**config.mk**
```make
export PLATFORM = sky130hd
export DESIGN_NAME = uart_rx_frame_flat
export DESIGN_NICKNAME = d
export VERILOG_FILES = /design/src/rtl/uart_rx_frame_if.sv /design/src/rtl/uart_rx_frame.sv /design/src/flat_wrapper.sv
export SDC_FILE = /design/constraint.sdc
export NUM_CORES = 1
export LEC_CHECK = 0
export ABC_AREA = 1
export BUFFER_PORTS_ARGS = -buffer_cell sky130_fd_sc_hd__buf_2
export CAP_MARGIN = 0
export CORE_MARGIN = 2
export CORE_UTILIZATION = 54
export CTS_CLUSTER_DIAMETER = 120
export CTS_CLUSTER_SIZE = 40
export DETAILED_ROUTE_END_ITERATION = 8
export HOLD_SLACK_MARGIN = 0.02
export PLACE_DENSITY_LB_ADDON = 0.15
export SYNTH_ARGS = -nofsm -noshare
export SYNTH_HDL_FRONTEND = slang
export SYNTH_SLANG_ARGS = --single-unit
```
**constraint.sdc**
```tcl
create_clock -name clk -period 1.7 [get_ports clk]
set_input_delay 0.34 -clock clk [delete_from_list [all_inputs] [get_ports clk]]
set_output_delay 0.34 -clock clk [all_outputs]
set_load 0.1 [all_outputs]
```
**src/rtl/uart_rx_frame_if.sv**
```systemverilog
// Receive-side bundle: serial line in, parallel word and status strobes out.
// master = line driver / word consumer, slave = the receiver itself.
interface uart_rx_frame_if #(
    parameter int WORD_LENGTH = 8
) ();
    logic                   rx;
    logic [WORD_LENGTH-1:0] data_out;
    logic                   data_valid;
    logic                   parity_err;
    logic                   frame_err;
    logic                   busy;

    modport master (
        output rx,
        input  data_out, data_valid, parity_err, frame_err, busy
    );

    modport slave (
        input  rx,
        output data_out, data_valid, parity_err, frame_err, busy
    );
endinterface

```
**src/rtl/uart_rx_frame.sv**
```systemverilog
// UART receiver: 2-flop synchroniser, mid-bit sampling baud counter and a
// frame FSM that emits one-cycle word / framing-error strobes.
module uart_rx_frame #(
    parameter int    CLK_FREQ    = 50_000_000,
    parameter int    BAUD_RATE   = 115200,
    parameter int    WORD_LENGTH = 8,
    parameter int    STOP_BITS   = 2,
    parameter string PARITY      = "NONE"
) (
    input  logic           clk,
    input  logic           rst,
    uart_rx_frame_if.slave bus
);
    localparam int               BIT_CYC = CLK_FREQ / BAUD_RATE;
    localparam int               CNT_W   = $clog2(BIT_CYC);
    localparam logic [CNT_W-1:0] HALF_C  = CNT_W'(BIT_CYC / 2);
    localparam logic [CNT_W-1:0] LAST_C  = CNT_W'(BIT_CYC - 1);
    localparam bit               HAS_PAR = (PARITY != "NONE");
    localparam bit               ODD_PAR = (PARITY == "ODD");

    typedef enum logic [2:0] {S_IDLE, S_START, S_DATA, S_PARITY, S_STOP, S_BREAK} state_t;

    state_t                 r_state, w_next;
    logic [1:0]             r_sync;
    logic                   r_rx_prev;
    logic [CNT_W-1:0]       r_cnt;
    logic [3:0]             r_bit;
    logic [WORD_LENGTH-1:0] r_shift, r_data;
    logic                   r_par_l, r_valid, r_perr, r_ferr;
    logic                   w_rx_s, w_fall, w_tick, w_last_data, w_last_stop;

    assign w_rx_s      = r_sync[1];
    assign w_fall      = r_rx_prev & ~w_rx_s;
    // First sample lands mid start bit; the counter then restarts so every later sample is one bit apart.
    assign w_tick      = (r_state == S_START) ? (r_cnt == HALF_C) : (r_cnt == LAST_C);
    assign w_last_data = (r_bit == 4'(WORD_LENGTH - 1));
    assign w_last_stop = (r_bit == 4'(STOP_BITS - 1));

    always_ff @(posedge clk or posedge rst) begin
        if (rst) begin
            r_sync    <= 2'b11;
            r_rx_prev <= 1'b1;
        end else begin
            r_sync    <= {r_sync[0], bus.rx};
            r_rx_prev <= w_rx_s;
        end
    end

    always_ff @(posedge clk or posedge rst) begin
        if (rst) r_state <= S_IDLE;
        else     r_state <= w_next;
    end

    always_comb begin
        w_next = r_state;
        case (r_state)
            S_IDLE:   if (w_fall) w_next = S_START;
            S_START:  if (w_tick) w_next = w_rx_s ? S_IDLE : S_DATA;
            S_DATA:   if (w_tick && w_last_data) w_next = HAS_PAR ? S_PARITY : S_STOP;
            S_PARITY: if (w_tick) w_next = S_STOP;
            S_STOP: begin
                if (w_tick) begin
                    if (!w_rx_s)         w_next = S_BREAK;
                    else if (w_last_stop) w_next = S_IDLE;
                end
            end
            S_BREAK:  if (w_rx_s) w_next = S_IDLE;
            default:  w_next = S_IDLE;
        endcase
    end

    always_ff @(posedge clk or posedge rst) begin
        if (rst) begin
            r_cnt   <= '0;
            r_bit   <= '0;
            r_shift <= '0;
            r_par_l <= 1'b0;
        end else begin
            if (r_state == S_IDLE || r_state == S_BREAK || w_tick) r_cnt <= '0;
            else                                                    r_cnt <= r_cnt + 1'b1;

            if (r_state == S_IDLE) r_bit <= '0;
            else if (w_tick) begin
                if ((r_state == S_DATA && !w_last_data) || r_state == S_STOP) r_bit <= r_bit + 4'd1;
                else                                                           r_bit <= '0;
            end

            if (r_state == S_DATA && w_tick) r_shift <= {w_rx_s, r_shift[WORD_LENGTH-1:1]};

            if (r_state == S_IDLE)                             r_par_l <= 1'b0;
            else if (HAS_PAR && r_state == S_PARITY && w_tick) r_par_l <= w_rx_s ^ (^r_shift) ^ ODD_PAR;
        end
    end

    // Strobes are registered, so they appear the cycle after the deciding stop sample.
    always_ff @(posedge clk or posedge rst) begin
        if (rst) begin
            r_data  <= '0;
            r_valid <= 1'b0;
            r_perr  <= 1'b0;
            r_ferr  <= 1'b0;
        end else begin
            r_valid <= 1'b0;
            r_perr  <= 1'b0;
            r_ferr  <= 1'b0;
            if (r_state == S_STOP && w_tick) begin
                if (!w_rx_s) r_ferr <= 1'b1;
                else if (w_last_stop) begin
                    r_data  <= r_shift;
                    r_valid <= 1'b1;
                    r_perr  <= r_par_l;
                end
            end
        end
    end

    assign bus.data_out   = r_data;
    assign bus.data_valid = r_valid;
    assign bus.parity_err = r_perr;
    assign bus.frame_err  = r_ferr;
    assign bus.busy       = (r_state != S_IDLE);
endmodule

```
**src/flat_wrapper.sv**
```systemverilog
// flat-port wrapper written by rule: the top's interface ports become plain ports
module uart_rx_frame_flat 
#(
    parameter int    CLK_FREQ    = 50_000_000,
    parameter int    BAUD_RATE   = 115200,
    parameter int    WORD_LENGTH = 8,
    parameter int    STOP_BITS   = 2,
    parameter string PARITY      = "    "
)
  (clk, rst, bus_rx, bus_data_out, bus_data_valid, bus_parity_err, bus_frame_err, bus_busy);
  uart_rx_frame_if #(.WORD_LENGTH(WORD_LENGTH)) bus_i ();
  input  logic clk;
  input  logic rst;
  input wire logic [$bits(bus_i.rx)-1:0] bus_rx;
  output wire logic [$bits(bus_i.data_out)-1:0] bus_data_out;
  output wire logic [$bits(bus_i.data_valid)-1:0] bus_data_valid;
  output wire logic [$bits(bus_i.parity_err)-1:0] bus_parity_err;
  output wire logic [$bits(bus_i.frame_err)-1:0] bus_frame_err;
  output wire logic [$bits(bus_i.busy)-1:0] bus_busy;
  assign bus_i.rx = bus_rx;
  assign bus_data_out = bus_i.data_out;
  assign bus_data_valid = bus_i.data_valid;
  assign bus_parity_err = bus_i.parity_err;
  assign bus_frame_err = bus_i.frame_err;
  assign bus_busy = bus_i.busy;
  uart_rx_frame #(.CLK_FREQ(CLK_FREQ), .BAUD_RATE(BAUD_RATE), .WORD_LENGTH(WORD_LENGTH), .STOP_BITS(STOP_BITS), .PARITY(PARITY)) u_core (.clk(clk), .rst(rst), .bus(bus_i));
endmodule
```
==> Word level (Yosys, flattened, before mapping) <==
Cells that the tools add are included.
{ "totals": {"mem_bits_ro": 0, "latch_bits": 0, "wordCells": 73, "n_memories": 0, "ramBits": 0, "ff_bits": 39, "out_inout_bits": 12} }
{ "classes": {"magnitude_cmp": 0, "n_div": 0, "multipliers": 0, "n_reduce_logical": 16, "n_shift": 0, "addsub": 2, "eq_ne": 16, "n_mux": 25, "n_bitwise": 3} }
{ "op_table": {"columns": ["operator", "n"], "rows": [
  ["$mux W3", 8],
  ["$pmux W3 S6", 1],
  ["$mux W4", 3],
  ["$ne A2 B1 Y1 const B", 6],
  ["$mux W1", 11],
  ["$add A9 B1 Y9 const B", 1],
  ["$eq A9 B8 Y1 const B", 1],
  ["$eq A9 B9 Y1 const B", 1],
  ["$mux W9", 1],
  ["$reduce_xor A8 Y1", 1],
  ["$reduce_and A7 Y1", 1],
  ["$eq A3 B2 Y1 const B", 2],
  ["$eq A3 B3 Y1 const B", 2],
  ["$logic_and A1 B1 Y1", 5],
  ["$add A4 B1 Y4 const B", 1],
  ["$eq A4 B1 Y1 const B", 1],
  ["$eq A4 B3 Y1 const B", 1],
  ["$reduce_bool A2 Y1", 2],
  ["$eq A3 B1 Y1 const B", 1],
  ["$logic_not A3 Y1", 1],
  ["$logic_or A1 B1 Y1", 3],
  ["$ne A3 B3 Y1 const B", 1],
  ["$reduce_and A3 Y1", 1],
  ["$reduce_bool A3 Y1", 1],
  ["other kinds (5)", 5]
]} }

==> Logic depth before layout (Yosys ltp) <==
Gate-level depths: netlist (run 1).
{ "logic_depth": {"depth_word": 7, "mapped_depth": 10} }

==> Least setup slack after synthesis (run 1) <==
OpenSTA, ideal clock, no wires.
{ "synth_timing": {"kind": "register to register", "startpoint": "reg u_core.r_state[0]", "endpoint": "reg u_core.r_state[0]", "stages_incl_launch_ff": 8, "arrival_ps": 1893, "required_ps": 1582, "path_slack_ps": -310, "cell_sequence": "dfrtp_1 nor2_1 nand2_1 o21ai_1 nor3_2 nand2_1 nand2_1 nand2_1"} }
{ "synth_between": {"elab_chain_len": 5} }
{ "synth_lines": {"columns": ["element", "line_no", "text"], "rows": [
  ["start: declaration", "uart_rx_frame.sv:23", "state_t r_state, w_next;"],
  ["start signal: assignment", "uart_rx_frame.sv:51", "else r_state <= w_next;"],
  ["$eq A3 B1 Y1", "uart_rx_frame.sv:35, uart_rx_frame.sv:56", null],
  ["$mux W1", "uart_rx_frame.sv:35", "assign w_tick = (r_state == S_START) ? (r_cnt == HALF_C) : (r_cnt == LAST_C);"],
  ["$logic_and A1 B1 Y1", "uart_rx_frame.sv:59", "S_DATA: if (w_tick && w_last_data) w_next = HAS_PAR ? S_PARITY : S_STOP;"],
  ["$ne A2 B1 Y1 (no line)", null, null],
  ["$reduce_and A7 Y1 (no line)", null, null]
]} }
Several ways; a longest one is shown, not always the timed one.
A chain may end at the register's enable or synchronous reset.

==> Final worst setup path (run 1) <==
{ "layout_timing": {"startpoint": "reg u_core.r_cnt[1]", "endpoint": "reg u_core.r_data[5] (netlist: u_core.bus.data_out[5])"} }
{ "layout_between": {"elab_chain_len": 4} }
{ "layout_lines": {"columns": ["element", "line_no", "text"], "rows": [
  ["start: declaration", "uart_rx_frame.sv:26", "logic [CNT_W-1:0] r_cnt;"],
  ["start signal: assignment", "uart_rx_frame.sv:80", "else r_cnt <= r_cnt + 1'b1;"],
  ["$eq A9 B9 Y1 or $eq A9 B8 Y1 (tied branches)", "uart_rx_frame.sv:35", null],
  ["$mux W1 *", "uart_rx_frame.sv:35", null],
  ["$logic_and A1 B1 Y1 *", "uart_rx_frame.sv:106", "if (r_state == S_STOP && w_tick) begin"],
  ["$reduce_and A3 Y1 (no line) *", null, null],
  ["end signal: assignment", "uart_rx_frame.sv:109", "r_data <= r_shift;"],
  ["end: declaration", "uart_rx_frame.sv:28", "logic [WORD_LENGTH-1:0] r_shift, r_data;"]
]} }
Mark *: on every way between the ends. The rest lies on a longest branch, timed or not.

==> results of run 1 <==
==> cells in the mapped netlist, drive strengths merged <==
| cell | instances | share of area (%) |
|---|---|---|
| dfrtp | 36 | 43 |
| xnor2 | 1 | 0.42 |
| nor3b | 1 | 0.59 |
| nand3 | 18 | 6.2 |
| dfstp | 3 | 3.7 |
| a21boi | 1 | 0.89 |
| ha | 4 | 2.4 |
| nand3b | 1 | 0.95 |
| nor2 | 25 | 4.6 |
| a31oi | 1 | 0.30 |
| nand2 | 89 | 16 |
| inv | 31 | 5.5 |
| o21a | 1 | 0.36 |
| nand4 | 2 | 0.59 |
| xor2 | 2 | 0.83 |
| a21oi | 3 | 0.71 |
| o21ai | 24 | 9.1 |
| buf | 3 | 1.3 |
| nor3 | 7 | 2.7 |
==> power by group <==
group          internal, mW  switching [mW]  total (mW)
sequential             1.01           0.100        1.11
combinational         0.282           0.574       0.857
clock                 0.288           0.312       0.600
==> worst max-delay path by stage <==
stage,slack (ps),depth (start not counted),endpoint
after floorplan,30,7,u_core.r_state[0]
after global placement,70,6,u_core.bus.data_out[3]
after detailed placement,50,8,u_core.bus.data_out[5]
after CTS,30,3,bus_busy
after global routing,-120,8,u_core.bus.data_out[1]
final,60,8,u_core.bus.data_out[5]
==> registers in the layout (all words and copies together), names as in the netlist <==
name / count
u_core.r_bit: 4
u_core.r_state: 3
u_core.r_sync: 2
u_core.bus.frame_err: 1
u_core.bus.data_valid: 1
u_core.r_rx_prev: 1
u_core.bus.data_out: 8
u_core.r_shift: 8
u_core.r_par_l: 1
u_core.bus.parity_err: 1
u_core.r_cnt: 9
==> worst reg2reg max path: cells and delay by family (launching register included) <==
kind                       cells  cell delay (ps)
adders and majority gates      1              130
AOI/OAI and AO/OA              2              330
DFF                            1              390
buffers and inverters          1               60
and+or+nand+nor                4              610
==> final cells by class <==
class / instances / area share [%]
tap: 48 / 2.534
clock buffer: 7 / 3.221
sequential: 39 / 41.34
timing repair buffer: 18 / 4.857
multi-input combinational: 180 / 42.93
inverter: 31 / 4.910
clock inverter: 1 / 0.2112
==> per-layer routing <==
layer | up-vias | global-route usage, % | share of wire [%]
li1 | 841 | - | -
met1 | 739 | 26.04 | 47
met2 | 24 | 30.38 | 48
met3 | 5 | 6.081 | 3.4
met4 | 0 | 6.633 | 1.4
met5 | - | 0 | 0
==> timing repair <==
item,4_1_cts,5_1_grt
setup endpoints to repair,1,25
cloned,0,0
gates resized for setup,1,6
setup buffers,0,1
endpoints found under the hold margin,0,0
pin swaps,0,1
==> cells by family after synthesis <==
kind of cell | after synthesis | share of synthesized area [%]
flip-flops | 39 | 46.47
adder cells (fa/ha/maj) | 4 | 2.374
buffers and inverters | 34 | 6.825
AND/OR/NAND/NOR | 143 | 31.75
AO/OA/AOI/OAI | 30 | 11.34
XOR/XNOR | 3 | 1.247
==> flow_metrics.py, run 1 <==
metrics = {
    "final_layout": {
        "nFillCells": 320,
        "layout_commonest_cell": "nand2_1",
        "diodes": 0,
        "seqCellArea_um2": 979.7,
        "multi_input_area_um2": 1017,
        "final_cells": 324,
        "postLayoutCoreUtil_pct": 63.77,
        "fin_area_um2": 2370,
        "nets": 282,
        "layout.cells.most_common_list": "nand2_1 (85), dfrtp_1 (36), inv_1 (28)",
        "area_delta_synth_final_pct": 12.40,
        "drive_above_1_share_pct": 23.91,
    },
    "clock_tree": {
        "clk_pin_slew_ps": 70,
        "worst_skew_pair.late_latency_ps": 290,
        "cts_max_path_buffers": 2,
        "h-tree-depth": 2,
        "numCtsBuffers": 5,
        "cts-root-buf": "clkbuf_8",
        "tritoncts": "yes",
        "hold_buffers": 0,
        "clock_sinks": 39,
    },
    "timing": {
        "rsz0062_at_grt": "yes",
        "clock_skew_ps": 3.207,
        "worst_pin_slew_ps": 492.7,
        "setup_ws_ps": 59.92,
        "holdWs_ps": 141.2,
        "setup_tns_ps": 0,
        "finalCritPeriodShare_pct": 96.48,
        "slew_headroom_pct": 67.38,
        "setup_viol": 0,
        "min_period_ps": 1640,
        "hold_viol": 0,
        "maxSlewViolCount": 0,
        "fmax_mhz": 609.7,
    },
    "grt": {
        "grt_pass1_vias": 1518,
        "antenna_found_initial": 0,
        "grt.total_usage_pct": 19.60,
        "grt_max_degree": 40,
        "gr-total-overflow": 0,
        "grt_pass1_wl_um": 6527,
    },
    "critical_path": {
        "slowest_delay_ps": 390,
        "critPathMaxFanout": 18,
        "crit_slowest_cell": "dfrtp_1",
        "worstSetupStartpointType": "flop",
        "path_buf_inv": 1,
        "cp_common_cell": "nand2_1",
        "critical_path.cell_chain": "inv_1 -> ha_1 -> nand2_1 -> nor3_4 -> a21boi_4 -> nand3_4 -> nand2_1 -> o21ai_2",
        "worst_setup_path_end_kind": "flop",
        "setup.worst_path.start": "u_core.r_cnt[1]",
        "critical-path-top-delay-family": "simple AND/OR/NAND/NOR gates",
        "crit_type": "reg -> reg",
        "reg2reg_from": "u_core.r_cnt[1]",
        "crit_arrival_ps": 1820,
        "r2r_end": "u_core.bus.data_out[5]",
        "r2r_cells": 8,
        "cp.required_ps": 1880,
        "r2r_setup_slack_ps": 60,
    },
    "floorplan": {
        "die_width_um": 66.49,
        "ioPinCount": 15,
        "row_count": 22,
        "core_area_um2": 3716,
        "floorplan.die_area_um2": 4420,
        "die_h_um": 66.49,
        "start_util_pct": 56.73,
    },
    "placed_design": {
        "port_buffers": 14,
        "hpwl_um": 2673,
        "dp.cells": 315,
        "post-place-ws_ps": 51.21,
        "gp_congestion": 0.8896,
        "post_dp_cell_area_um2": 2251,
    },
    "run_status": {
        "status": "finished clean",
    },
    "power": {
        "total_power_mw": 2.564,
        "p_leak_nw": 1.150,
        "ir_drop_mv": 0.6399,
        "power.density_nw_per_um2": 1082,
    },
    "yosys": {
        "synth-seq-area-share_pct": 46.47,
        "synthesis.instances": 253,
        "synth.distinct_cells": 30,
        "yosysWarnings": 0,
        "syn-cell-area_um2": 2108,
        "syn-num-nets": 260,
        "syn_avg_cell_area_um2": 8.333,
        "ys_ff_latch": 39,
    },
    "route": {
        "route.detailed.drc": 0,
        "drt_iter0_markers": 81,
        "detail-route-antenna-nets": 0,
        "routed_wl_um": 3687,
        "drt-vias-per-instance": 4.966,
        "vias": 1609,
        "firstDrtPassIters": 4,
        "wl_per_cell_um": 11.38,
    },
    "worst_hold_path": {
        "holdPathStages": 1,
        "whs_endpoint": "u_core.r_sync[0]",
        "hp-start": "bus_rx",
        "min_path_type": "in -> reg",
    },
    "run": {
        "maxCapViolCount": 0,
    },
}
Power figures use the tool's default switching activity.
==> run 2: changes to the inputs <==
Settings changed: CORE_MARGIN 2 to 1.
==> flow_metrics.py, run 2 (synthesis gave the netlist of run 1 again) <==
metrics = {
    "critical_path": {
        "cp.required_ps": 1880,
        "crit_arrival_ps": 1850,
        "crit_type": "reg -> reg",
        "crit_slowest_cell": "dfrtp_1",
        "worst_setup_path_end_kind": "flop",
        "critPathMaxFanout": 16,
        "slowest_delay_ps": 460,
        "worstSetupStartpointType": "flop",
        "critical_path.cell_chain": "inv_2 -> nand3_2 -> o21ai_4 -> buf_12 -> nand3b_4 -> nand2_1 -> o21ai_2",
    },
    "power": {
        "power.density_nw_per_um2": 1050,
        "ir_drop_mv": 0.4857,
        "total_power_mw": 2.585,
        "p_leak_nw": 1.190,
    },
    "route": {
        "detail-route-antenna-nets": 0,
        "vias": 1673,
        "firstDrtPassIters": 4,
        "drt-vias-per-instance": 5.070,
        "routed_wl_um": 3924,
        "drt_iter0_markers": 105,
        "wl_per_cell_um": 11.89,
        "route.detailed.drc": 0,
    },
    "final_layout": {
        "postLayoutCoreUtil_pct": 66.23,
        "fin_area_um2": 2461,
        "drive_above_1_share_pct": 26.95,
        "nets": 288,
        "area_delta_synth_final_pct": 16.74,
        "largest_reg_flops": 9,
        "layout.cells.most_common_list": "nand2_1 (83), dfrtp_1 (36), inv_1 (28)",
        "nFillCells": 334,
        "largest_register": "u_core.r_cnt",
        "diodes": 0,
        "layout_commonest_cell": "nand2_1",
    },
    "floorplan": {
        "die_width_um": 64.49,
        "row_count": 22,
        "die_h_um": 64.49,
        "floorplan.die_area_um2": 4158,
        "core_area_um2": 3716,
        "start_util_pct": 56.73,
        "ioPinCount": 15,
    },
    "run": {
        "maxCapViolCount": 0,
    },
    "clock_tree": {
        "h-tree-depth": 2,
        "numCtsBuffers": 5,
        "cts_max_path_buffers": 2,
        "cts-root-buf": "clkbuf_8",
        "worst_skew_pair.late_latency_ps": 290,
        "clock_sinks": 39,
        "clk_pin_slew_ps": 80,
        "tritoncts": "yes",
    },
    "placed_design": {
        "post-place-ws_ps": 39.74,
        "hpwl_um": 2692,
        "gp_congestion": 0.8716,
        "port_buffers": 14,
        "post_dp_cell_area_um2": 2251,
    },
    "grt": {
        "grt_pass1_vias": 1490,
        "grt_max_degree": 40,
        "gr-total-overflow": 0,
        "antenna_found_initial": 0,
        "grt_most_used_layer": "met2",
        "grt.total_usage_pct": 21.14,
        "use_met1_pct": 27.70,
        "use_met2_pct": 32.63,
        "grt_pass1_wl_um": 6658,
        "use_met3_pct": 5.282,
    },
    "timing": {
        "fmax_mhz": 600.3,
        "setup_viol": 0,
        "hold_viol": 0,
        "finalCritPeriodShare_pct": 97.99,
        "min_period_ps": 1666,
        "rsz0062_at_grt": "yes",
        "maxSlewViolCount": 0,
        "slew_headroom_pct": 67.20,
        "setup_ws_ps": 34.10,
        "worst_pin_slew_ps": 495.4,
        "setup_tns_ps": 0,
        "clock_skew_ps": 5.636,
    },
    "worst_hold_path": {
        "min_path_type": "in -> reg",
    },
    "run_status": {
        "status": "finished clean",
    },
}
## run 2: changes by cell type in the layout (fill, tap and decap cells not counted)
cell      before  now
clkinv_2       1    3
nand3_4        3    5
buf_4          4    7
nor3_4         1    2
clkbuf_1       2    0
nand2_2        3    5
nor3_2         4    3
buf_12         1    2
nand2_1       85   83
## run 2: cell type report
| type | instances | area [um2] | area share [%] |
|---|---|---|---|
| multi-input cells | 182 | 1064 | 43.21 |
| clock inverters | 3 | 15.01 | 0.6101 |
| flip-flops and latches | 39 | 979.7 | 39.81 |
| inverters | 31 | 116.4 | 4.728 |
| clock buffers | 5 | 68.82 | 2.796 |
| repair buffers | 22 | 157.7 | 6.406 |
| well taps | 48 | 60.06 | 2.440 |
## run 2: worst paths after layout
kind	start	endpoint	slack, ps	cells after the start
min in group asynchronous	rst	u_core.bus.frame_err	150	3
hold / removal	bus_rx	u_core.r_sync[0]	140	1
setup / recovery	u_core.r_state[1]	u_core.r_shift[5]	30	7
hold reg to reg	u_core.r_sync[0]	u_core.r_sync[1]	360	0
setup reg to reg	u_core.r_state[1]	u_core.r_shift[5]	30	7
max in group asynchronous	rst	u_core.r_sync[1]	1190	3
## run 2: repair_timing
| item | 4_1_cts | 5_1_grt |
|---|---|---|
| hold buffers | 0 | 0 |
| pin swaps | 0 | 2 |
| gates cloned | 0 | 2 |
| gates resized for setup | 1 | 11 |
| buffers inserted | 0 | 5 |
| endpoints found under the setup margin | 1 | 24 |
## run 2: power by group
group	internal, mW	total, mW	switching (mW)	leakage (nW)
Sequential	1.01	1.11	0.103	0.528
Combinational	0.291	0.876	0.585	0.614
Clock	0.280	0.598	0.318	0.0477
Total	1.58	2.58	1.01	1.19
## run 2: metal layers
metal,vias up,routed length [um]
li1,860,-
met1,775,1808
met2,29,1872
met3,9,143
met4,0,99
met5,-,0
## run 2: stage by stage
| stage | hold WS [ps] | cells |
|---|---|---|
| after detailed placement | 347.5 | 315 |
| after global routing | 126.8 | 330 |
| after global placement | 345.7 | 315 |
| final | 141.3 | 330 |
| after floorplan | 344.5 | 253 |
| after CTS | 125.7 | 323 |
## run 2: worst max-delay path: cells and delay by family (launching register included)
| kind | cells | cell delay [ps] |
|---|---|---|
| AOI/OAI and AO/OA | 2 | 330 |
| DFF | 1 | 460 |
| buffers and inverters | 2 | 270 |
| and+or+nand+nor | 3 | 500 |
